===== src/rtl/io_gate_ctrl_if.sv =====
// Signal bundle for io_gate_ctrl: upstream CPU bus, bitmap query port, device bus, fault record.
// The slave modport is the gate's view; master is the surrounding system's view.
interface io_gate_ctrl_if;
  logic        s_cyc_i, s_stb_i, s_we_i;
  logic [3:0]  s_sel_i;
  logic [31:0] s_adr_i, s_dat_i;
  logic [5:0]  s_asid_i;
  logic        s_priv_i;
  logic        s_ack_o, s_err_o;
  logic [31:0] s_dat_o;

  logic        bm_cyc_o, bm_stb_o, bm_iocs_o;
  logic [5:0]  bm_asid_o;
  logic [19:0] bm_adr_o;
  logic        bm_gate_i, bm_gate_en_i;

  logic        m_cyc_o, m_stb_o, m_we_o;
  logic [3:0]  m_sel_o;
  logic [31:0] m_adr_o, m_dat_o;
  logic        m_ack_i;
  logic [31:0] m_dat_i;

  logic        fault_o;
  logic [31:0] fault_adr_o;
  logic [5:0]  fault_asid_o;
  logic [1:0]  fault_cause_o;

  modport slave (
    input  s_cyc_i, s_stb_i, s_we_i, s_sel_i, s_adr_i, s_dat_i, s_asid_i, s_priv_i,
    output s_ack_o, s_err_o, s_dat_o,
    output bm_cyc_o, bm_stb_o, bm_iocs_o, bm_asid_o, bm_adr_o,
    input  bm_gate_i, bm_gate_en_i,
    output m_cyc_o, m_stb_o, m_we_o, m_sel_o, m_adr_o, m_dat_o,
    input  m_ack_i, m_dat_i,
    output fault_o, fault_adr_o, fault_asid_o, fault_cause_o
  );

  modport master (
    output s_cyc_i, s_stb_i, s_we_i, s_sel_i, s_adr_i, s_dat_i, s_asid_i, s_priv_i,
    input  s_ack_o, s_err_o, s_dat_o,
    input  bm_cyc_o, bm_stb_o, bm_iocs_o, bm_asid_o, bm_adr_o,
    output bm_gate_i, bm_gate_en_i,
    input  m_cyc_o, m_stb_o, m_we_o, m_sel_o, m_adr_o, m_dat_o,
    output m_ack_i, m_dat_i,
    input  fault_o, fault_adr_o, fault_asid_o, fault_cause_o
  );
endinterface


===== src/rtl/io_gate_ctrl.sv =====
// Per-ASID I/O permission gate: checks the bitmap, then forwards to the device bus or faults.
// Latency: privileged ack 3 cycles after strobe, unprivileged 6 best case; upstream is held until ack/err.
module io_gate_ctrl #(
  parameter logic [31:0] IO_BASE     = 32'hFFD00000,
  parameter logic [31:0] IO_MASK     = 32'hFFF00000,
  parameter int          CHK_TIMEOUT = 15,
  parameter int          DEV_TIMEOUT = 255
) (
  input logic          clk_i,
  input logic          rst_i,
  io_gate_ctrl_if.slave bus
);
  typedef enum logic [2:0] {IDLE, CHECK, FWD, RESP, ERR, REL} state_t;

  localparam logic [7:0] CHK_LIM = 8'(CHK_TIMEOUT);
  localparam logic [7:0] DEV_LIM = 8'(DEV_TIMEOUT);

  state_t      state, state_nxt;
  logic [7:0]  cnt;
  logic [1:0]  cause_nxt;
  logic        req, io_hit;

  logic [31:0] adr_q, dat_q, rdat_q;
  logic [3:0]  sel_q;
  logic        we_q;
  logic [5:0]  asid_q;

  logic [31:0] fadr_q;
  logic [5:0]  fasid_q;
  logic [1:0]  fcause_q;

  assign req    = bus.s_cyc_i & bus.s_stb_i;
  assign io_hit = (bus.s_adr_i & IO_MASK) == IO_BASE;

  // Upstream abandon outranks any response; a gate reply outranks the check timeout.
  always_comb begin
    state_nxt = state;
    cause_nxt = 2'd0;
    case (state)
      IDLE: begin
        if (req) begin
          if (!io_hit) begin
            state_nxt = ERR;
            cause_nxt = 2'd1;
          end else if (bus.s_priv_i) begin
            state_nxt = FWD;
          end else begin
            state_nxt = CHECK;
          end
        end
      end
      CHECK: begin
        if (!bus.s_cyc_i) begin
          state_nxt = IDLE;
        end else if (bus.bm_gate_en_i) begin
          if (bus.bm_gate_i) begin
            state_nxt = FWD;
          end else begin
            state_nxt = ERR;
            cause_nxt = 2'd1;
          end
        end else if (cnt >= CHK_LIM) begin
          state_nxt = ERR;
          cause_nxt = 2'd2;
        end
      end
      FWD: begin
        if (!bus.s_cyc_i) begin
          state_nxt = IDLE;
        end else if (bus.m_ack_i) begin
          state_nxt = RESP;
        end else if (cnt >= DEV_LIM) begin
          state_nxt = ERR;
          cause_nxt = 2'd3;
        end
      end
      RESP:    state_nxt = REL;
      ERR:     state_nxt = REL;
      REL:     if (!bus.s_stb_i) state_nxt = IDLE;
      default: state_nxt = IDLE;
    endcase
  end

  always_ff @(posedge clk_i) begin
    if (rst_i) begin
      state    <= IDLE;
      cnt      <= 8'd0;
      adr_q    <= 32'd0;
      dat_q    <= 32'd0;
      rdat_q   <= 32'd0;
      sel_q    <= 4'd0;
      we_q     <= 1'b0;
      asid_q   <= 6'd0;
      fadr_q   <= 32'd0;
      fasid_q  <= 6'd0;
      fcause_q <= 2'd0;
    end else begin
      state <= state_nxt;
      if (state_nxt != state) begin
        cnt <= 8'd0;
      end else if (cnt != 8'hFF) begin
        cnt <= cnt + 8'd1;
      end
      if (state == IDLE && req) begin
        adr_q  <= bus.s_adr_i;
        dat_q  <= bus.s_dat_i;
        sel_q  <= bus.s_sel_i;
        we_q   <= bus.s_we_i;
        asid_q <= bus.s_asid_i;
      end
      if (state == FWD && bus.m_ack_i) begin
        rdat_q <= we_q ? 32'd0 : bus.m_dat_i;
      end
      // A misdecode faults straight out of IDLE, before the request registers hold the address.
      if (state_nxt == ERR && state != ERR) begin
        fcause_q <= cause_nxt;
        fadr_q   <= (state == IDLE) ? bus.s_adr_i : adr_q;
        fasid_q  <= (state == IDLE) ? bus.s_asid_i : asid_q;
      end
    end
  end

  assign bus.s_ack_o   = (state == RESP);
  assign bus.s_err_o   = (state == ERR);
  assign bus.s_dat_o   = (state == RESP) ? rdat_q : 32'd0;

  assign bus.bm_cyc_o  = (state == CHECK);
  assign bus.bm_stb_o  = (state == CHECK);
  assign bus.bm_iocs_o = (state == CHECK);
  assign bus.bm_asid_o = asid_q;
  assign bus.bm_adr_o  = adr_q[19:0];

  assign bus.m_cyc_o   = (state == FWD);
  assign bus.m_stb_o   = (state == FWD);
  assign bus.m_we_o    = (state == FWD) & we_q;
  assign bus.m_sel_o   = sel_q;
  assign bus.m_adr_o   = adr_q;
  assign bus.m_dat_o   = dat_q;

  assign bus.fault_o       = (state == ERR);
  assign bus.fault_adr_o   = fadr_q;
  assign bus.fault_asid_o  = fasid_q;
  assign bus.fault_cause_o = fcause_q;
endmodule

===== src/flat_wrapper.sv =====
// flat-port wrapper written by rule: the top's interface ports become plain ports
module io_gate_ctrl_flat 
#(
  parameter logic [31:0] IO_BASE     = 32'hFFD00000,
  parameter logic [31:0] IO_MASK     = 32'hFFF00000,
  parameter int          CHK_TIMEOUT = 15,
  parameter int          DEV_TIMEOUT = 255
)
  (clk_i, rst_i, bus_s_cyc_i, bus_s_stb_i, bus_s_we_i, bus_s_sel_i, bus_s_adr_i, bus_s_dat_i, bus_s_asid_i, bus_s_priv_i, bus_s_ack_o, bus_s_err_o, bus_s_dat_o, bus_bm_cyc_o, bus_bm_stb_o, bus_bm_iocs_o, bus_bm_asid_o, bus_bm_adr_o, bus_bm_gate_i, bus_bm_gate_en_i, bus_m_cyc_o, bus_m_stb_o, bus_m_we_o, bus_m_sel_o, bus_m_adr_o, bus_m_dat_o, bus_m_ack_i, bus_m_dat_i, bus_fault_o, bus_fault_adr_o, bus_fault_asid_o, bus_fault_cause_o);
  io_gate_ctrl_if bus_i ();
  input logic clk_i;
  input logic rst_i;
  input wire logic [$bits(bus_i.s_cyc_i)-1:0] bus_s_cyc_i;
  input wire logic [$bits(bus_i.s_stb_i)-1:0] bus_s_stb_i;
  input wire logic [$bits(bus_i.s_we_i)-1:0] bus_s_we_i;
  input wire logic [$bits(bus_i.s_sel_i)-1:0] bus_s_sel_i;
  input wire logic [$bits(bus_i.s_adr_i)-1:0] bus_s_adr_i;
  input wire logic [$bits(bus_i.s_dat_i)-1:0] bus_s_dat_i;
  input wire logic [$bits(bus_i.s_asid_i)-1:0] bus_s_asid_i;
  input wire logic [$bits(bus_i.s_priv_i)-1:0] bus_s_priv_i;
  output wire logic [$bits(bus_i.s_ack_o)-1:0] bus_s_ack_o;
  output wire logic [$bits(bus_i.s_err_o)-1:0] bus_s_err_o;
  output wire logic [$bits(bus_i.s_dat_o)-1:0] bus_s_dat_o;
  output wire logic [$bits(bus_i.bm_cyc_o)-1:0] bus_bm_cyc_o;
  output wire logic [$bits(bus_i.bm_stb_o)-1:0] bus_bm_stb_o;
  output wire logic [$bits(bus_i.bm_iocs_o)-1:0] bus_bm_iocs_o;
  output wire logic [$bits(bus_i.bm_asid_o)-1:0] bus_bm_asid_o;
  output wire logic [$bits(bus_i.bm_adr_o)-1:0] bus_bm_adr_o;
  input wire logic [$bits(bus_i.bm_gate_i)-1:0] bus_bm_gate_i;
  input wire logic [$bits(bus_i.bm_gate_en_i)-1:0] bus_bm_gate_en_i;
  output wire logic [$bits(bus_i.m_cyc_o)-1:0] bus_m_cyc_o;
  output wire logic [$bits(bus_i.m_stb_o)-1:0] bus_m_stb_o;
  output wire logic [$bits(bus_i.m_we_o)-1:0] bus_m_we_o;
  output wire logic [$bits(bus_i.m_sel_o)-1:0] bus_m_sel_o;
  output wire logic [$bits(bus_i.m_adr_o)-1:0] bus_m_adr_o;
  output wire logic [$bits(bus_i.m_dat_o)-1:0] bus_m_dat_o;
  input wire logic [$bits(bus_i.m_ack_i)-1:0] bus_m_ack_i;
  input wire logic [$bits(bus_i.m_dat_i)-1:0] bus_m_dat_i;
  output wire logic [$bits(bus_i.fault_o)-1:0] bus_fault_o;
  output wire logic [$bits(bus_i.fault_adr_o)-1:0] bus_fault_adr_o;
  output wire logic [$bits(bus_i.fault_asid_o)-1:0] bus_fault_asid_o;
  output wire logic [$bits(bus_i.fault_cause_o)-1:0] bus_fault_cause_o;
  assign bus_i.s_cyc_i = bus_s_cyc_i;
  assign bus_i.s_stb_i = bus_s_stb_i;
  assign bus_i.s_we_i = bus_s_we_i;
  assign bus_i.s_sel_i = bus_s_sel_i;
  assign bus_i.s_adr_i = bus_s_adr_i;
  assign bus_i.s_dat_i = bus_s_dat_i;
  assign bus_i.s_asid_i = bus_s_asid_i;
  assign bus_i.s_priv_i = bus_s_priv_i;
  assign bus_s_ack_o = bus_i.s_ack_o;
  assign bus_s_err_o = bus_i.s_err_o;
  assign bus_s_dat_o = bus_i.s_dat_o;
  assign bus_bm_cyc_o = bus_i.bm_cyc_o;
  assign bus_bm_stb_o = bus_i.bm_stb_o;
  assign bus_bm_iocs_o = bus_i.bm_iocs_o;
  assign bus_bm_asid_o = bus_i.bm_asid_o;
  assign bus_bm_adr_o = bus_i.bm_adr_o;
  assign bus_i.bm_gate_i = bus_bm_gate_i;
  assign bus_i.bm_gate_en_i = bus_bm_gate_en_i;
  assign bus_m_cyc_o = bus_i.m_cyc_o;
  assign bus_m_stb_o = bus_i.m_stb_o;
  assign bus_m_we_o = bus_i.m_we_o;
  assign bus_m_sel_o = bus_i.m_sel_o;
  assign bus_m_adr_o = bus_i.m_adr_o;
  assign bus_m_dat_o = bus_i.m_dat_o;
  assign bus_i.m_ack_i = bus_m_ack_i;
  assign bus_i.m_dat_i = bus_m_dat_i;
  assign bus_fault_o = bus_i.fault_o;
  assign bus_fault_adr_o = bus_i.fault_adr_o;
  assign bus_fault_asid_o = bus_i.fault_asid_o;
  assign bus_fault_cause_o = bus_i.fault_cause_o;
  io_gate_ctrl #(.IO_BASE(IO_BASE), .IO_MASK(IO_MASK), .CHK_TIMEOUT(CHK_TIMEOUT), .DEV_TIMEOUT(DEV_TIMEOUT)) u_core (.clk_i(clk_i), .rst_i(rst_i), .bus(bus_i));
endmodule

===== config.mk =====
export PLATFORM = sky130hd
export DESIGN_NAME = io_gate_ctrl_flat
export DESIGN_NICKNAME = d
export VERILOG_FILES = /design/src/rtl/io_gate_ctrl_if.sv /design/src/rtl/io_gate_ctrl.sv /design/src/flat_wrapper.sv
export SDC_FILE = /design/constraint.sdc
export NUM_CORES = 1
export LEC_CHECK = 0
export BUFFER_PORTS_ARGS = -buffer_cell sky130_fd_sc_hd__buf_2
export CORE_MARGIN = 2
export CORE_UTILIZATION = 48
export DETAILED_ROUTE_END_ITERATION = 10
export GPL_TIMING_DRIVEN = 0
export PLACE_DENSITY_LB_ADDON = 0.1
export SLEW_MARGIN = 15
export SYNTH_ARGS = -nofsm -noshare
export SYNTH_HDL_FRONTEND = slang
export SYNTH_SLANG_ARGS = --single-unit

===== constraint.sdc =====
create_clock -name clk_i -period 2.81 [get_ports clk_i]
set_input_delay 0.281 -clock clk_i [delete_from_list [all_inputs] [get_ports clk_i]]
set_output_delay 0.281 -clock clk_i [all_outputs]
set_load 0.005 [all_outputs]

==> impl_metrics.json <==
{
  "synthesis.area_mm2": 0.00665,
  "finalClockSkew_ns": 0.00604,
  "die-height_um": 122,
  "final_common_cell": "sky130_fd_sc_hd__buf_2",
  "critical_path.startpoint": "u_core.state[2]",
  "hold_violations": 0,
  "most-common-layout-cells": "sky130_fd_sc_hd__buf_2 (292), sky130_fd_sc_hd__dfxtp_1 (158), sky130_fd_sc_hd__nand2_1 (157)",
  "power_density_mw_per_mm2": 629,
  "intPower_mw": 4.26,
  "grt_max_degree": 17,
  "cellLeakagePower_nw": 4.25,
  "root_buffer": "sky130_fd_sc_hd__clkbuf_16",
  "grt_setup_unrepaired": "no",
  "setup.worst_path.class": "reg2reg",
  "crit_path_end": "u_core.bus.m_adr_o[14]",
  "vias_in_the_first_global_route": 6132,
  "clockPowerShare_pct": 44.3,
  "first_pass_iters": 4,
  "synthesis.nets": 920,
  "initial_utilization_pct": 49.6,
  "insertion_delay_ns": 0.42,
  "gp_congestion": 0.846,
  "final_routed_wirelength_across_all_metal_layers_um": 19900,
  "critPathRequiredTime_ns": 3.16,
  "ys_async_sr_fraction_pct": 0,
  "timing.fmax_ghz": 0.393,
  "num_vias": 6583,
  "dp_worst_setup_slack_ns": 0.271,
  "site_row_count": 42,
  "synthCells": 804,
  "finalCritPeriodShare_pct": 90.5,
  "ys_dominant_reg_cell": "sky130_fd_sc_hd__dfxtp_1",
  "synth.yosys.warnings": 0,
  "tritoncts": "done",
  "global_route_wire_length_before_repair_um": 30900,
  "clk_pin_slew_worst_paths_ns": 0.06,
  "synth_cell_types": 41,
  "crit-reg2reg-capture": "u_core.bus.m_adr_o[14]",
  "worst_setup_path_end_kind": "register",
  "cts_hold_buffers": 0,
  "hpwl_um": 14600,
  "critPathArrivalTime_ns": 2.89,
  "r2r_start": "u_core.state[2]",
  "area_growth_syn_to_layout_pct": 34.7,
  "final_nets": 1227,
  "avgViaCountPerCell": 5.06,
  "slew_of_the_pin_with_the_lowest_slew_margin_ns": 0.826,
  "grt_usage_pct": 26.6,
  "layout_min_cycle_time_ns": 2.54,
  "cts-root-to-sink-buffers": 2,
  "irDropWorstVdd_uv": 398,
  "switching_share_pct": 24.4,
  "die_area_mm2": 0.0148,
  "cts_setup_buffers": 0,
  "cts_sinks": 158,
  "maxCapViolations": 0,
  "grt_overflow_total": 0,
  "finalPower_mw": 5.63,
  "detail_route.iter0.violations": 277,
  "top_level_ports": 290,
  "port_buffers": 288,
  "slew_viol_final": 0,
  "r2r_cells": 8,
  "maxSlewHeadroom_pct": 44.5,
  "post-route-worst-setup-slack_ns": 0.268,
  "syn_avg_cell_area_um2": 8.27,
  "cts.repair.resized": 0,
  "status": "finished clean",
  "synth_enable_flop_cells": 0,
  "cp-start-kind": "register",
  "holdCritPathClass": "in2reg",
  "placeable_core_region_mm2": 0.0134,
  "setup_viol": 0,
  "number_of_synthesized_register_bits": 158,
  "wl_per_cell_um": 15.3,
  "seq_area_frac_synth_pct": 47.6,
  "power_switching_mw": 1.37,
  "worst-path-max-fanout": 10,
  "comb_power_share_pct": 12.7,
  "cts_inserted_buffers": 17,
  "route.antenna.remaining_nets": 0,
  "remaining_drc_errors": 0,
  "horiz_die_dim_um": 122,
  "reg2reg_setup_slack_ns": 0.27,
  "fin_setup_tns_ns": 0,
  "h-tree-depth": 4,
  "sequentialPowerShare_pct": 43.0,
  "antenna_found_initial": 2,
  "post_route_cells_drive_above_1_share_pct": 31.4
}
-- critical path, stage by stage, from the launching register on --
cell and delay, ns:
sky130_fd_sc_hd__dfxtp_1 0.29, sky130_fd_sc_hd__clkbuf_1 0.19, sky130_fd_sc_hd__nor2b_1 0.28, sky130_fd_sc_hd__and3_1 0.19
sky130_fd_sc_hd__clkbuf_1 0.24, sky130_fd_sc_hd__clkbuf_1 0.53, sky130_fd_sc_hd__buf_1 0.49, sky130_fd_sc_hd__nand2_1 0.10
sky130_fd_sc_hd__a21oi_1 0.15
-- synthesized netlist by cell type, types with 2 or more instances --
cell | count | area [um^2]
sky130_fd_sc_hd__buf_4 | 24 | 180
sky130_fd_sc_hd__buf_1 | 7 | 26.3
sky130_fd_sc_hd__nand2b_1 | 3 | 18.8
sky130_fd_sc_hd__a21oi_1 | 111 | 556
sky130_fd_sc_hd__and3_1 | 3 | 18.8
sky130_fd_sc_hd__nand3b_1 | 2 | 15.0
sky130_fd_sc_hd__clkbuf_1 | 53 | 199
sky130_fd_sc_hd__nor3b_1 | 34 | 255
sky130_fd_sc_hd__nand2_1 | 157 | 589
sky130_fd_sc_hd__mux2i_1 | 42 | 420
sky130_fd_sc_hd__dfxtp_1 | 158 | 3160
sky130_fd_sc_hd__nor4_2 | 2 | 25.0
sky130_fd_sc_hd__nor3_1 | 11 | 55.1
sky130_fd_sc_hd__nor4b_1 | 2 | 17.5
sky130_fd_sc_hd__nor2_1 | 82 | 308
sky130_fd_sc_hd__buf_2 | 4 | 20.0
sky130_fd_sc_hd__nand4_1 | 4 | 25.0
sky130_fd_sc_hd__a31oi_1 | 4 | 25.0
sky130_fd_sc_hd__and2_1 | 34 | 213
sky130_fd_sc_hd__nand3_1 | 6 | 30.0
sky130_fd_sc_hd__a211oi_1 | 38 | 285
sky130_fd_sc_hd__nor2b_1 | 3 | 18.8
sky130_fd_sc_hd__xor2_1 | 2 | 17.5
-- final cells by class --
class	count	area, um^2
Tap cell	176	220
Timing Repair Buffer	288	1440
Clock buffer	23	488
Multi-Input combinational cell	557	3050
Antenna cell	1	2.50
Buffer	88	425
Clock inverter	9	155
Sequential cell	158	3160
Inverter	1	3.75
Fill cell	1242	4450
-- metal layers --
metal,track usage (%),share of wire [%],up-vias
li1,-,-,3316
met1,31.6,41,2990
met2,45.5,49,247
met3,8.47,8.1,28
met4,9.20,1.9,2
met5,0,0.065,-
-- power by group through the flow --
stage	combinational [mW]	sequential (mW)	clock [mW]
after global routing	0.799	2.43	2.62
after CTS	0.723	2.42	2.52
after detailed placement	0.720	2.47	0
after global placement	0.715	2.46	0
final	0.717	2.42	2.49
after floorplan	0.384	2.47	0
-- sequential cells by signal (all words and copies together), names as in the netlist --
register                  count
u_core.bus.bm_asid_o          6
u_core.bus.fault_adr_o       32
u_core.bus.fault_asid_o       6
u_core.bus.fault_cause_o      2
u_core.bus.m_adr_o           32
u_core.bus.m_dat_o           32
u_core.bus.m_sel_o            4
u_core.cnt                    8
u_core.rdat_q                32
u_core.state                  3
u_core.we_q                   1
-- cells by family after synthesis --
family / count (synthesis) / share of synthesized area [%]
compound gates: 163 / 14.4
flops: 158 / 47.6
mux: 42 / 6.33
fa+ha+maj: 1 / 0.188
simple gates: 349 / 24.8
xor+xnor: 2 / 0.264
buf+inv: 89 / 6.46
-- metrics by stage --
stage | utilization (%) | hold WS [ns] | area [um^2] | cells
after global placement | 62.0 | 0.438 | 8310 | 1268
after floorplan | - | 0.417 | 6650 | 804
after global routing | 66.8 | 0.0865 | 8950 | 1301
after CTS | 66.8 | 0.0755 | 8950 | 1300
final | 66.8 | 0.0917 | 8950 | 1301
after detailed placement | 62.0 | 0.443 | 8310 | 1268
-- worst min-delay path by stage --
stage,startpoint,to,slack [ns],depth (start not counted)
3_3_place_gp,u_core.bus.m_dat_o[31],u_core.bus.m_dat_o[31],0.44,2
3_5_place_dp,u_core.bus.m_dat_o[19],u_core.bus.m_dat_o[19],0.44,2
5_1_grt,bus_s_dat_i[17],u_core.bus.m_dat_o[17],0.09,3
2_1_floorplan,bus_s_dat_i[0],u_core.bus.m_dat_o[0],0.42,2
4_1_cts,bus_s_dat_i[19],u_core.bus.m_dat_o[19],0.08,3
6_report,bus_s_dat_i[18],u_core.bus.m_dat_o[18],0.09,3
No activity file was read; power rests on OpenSTA's default activity.
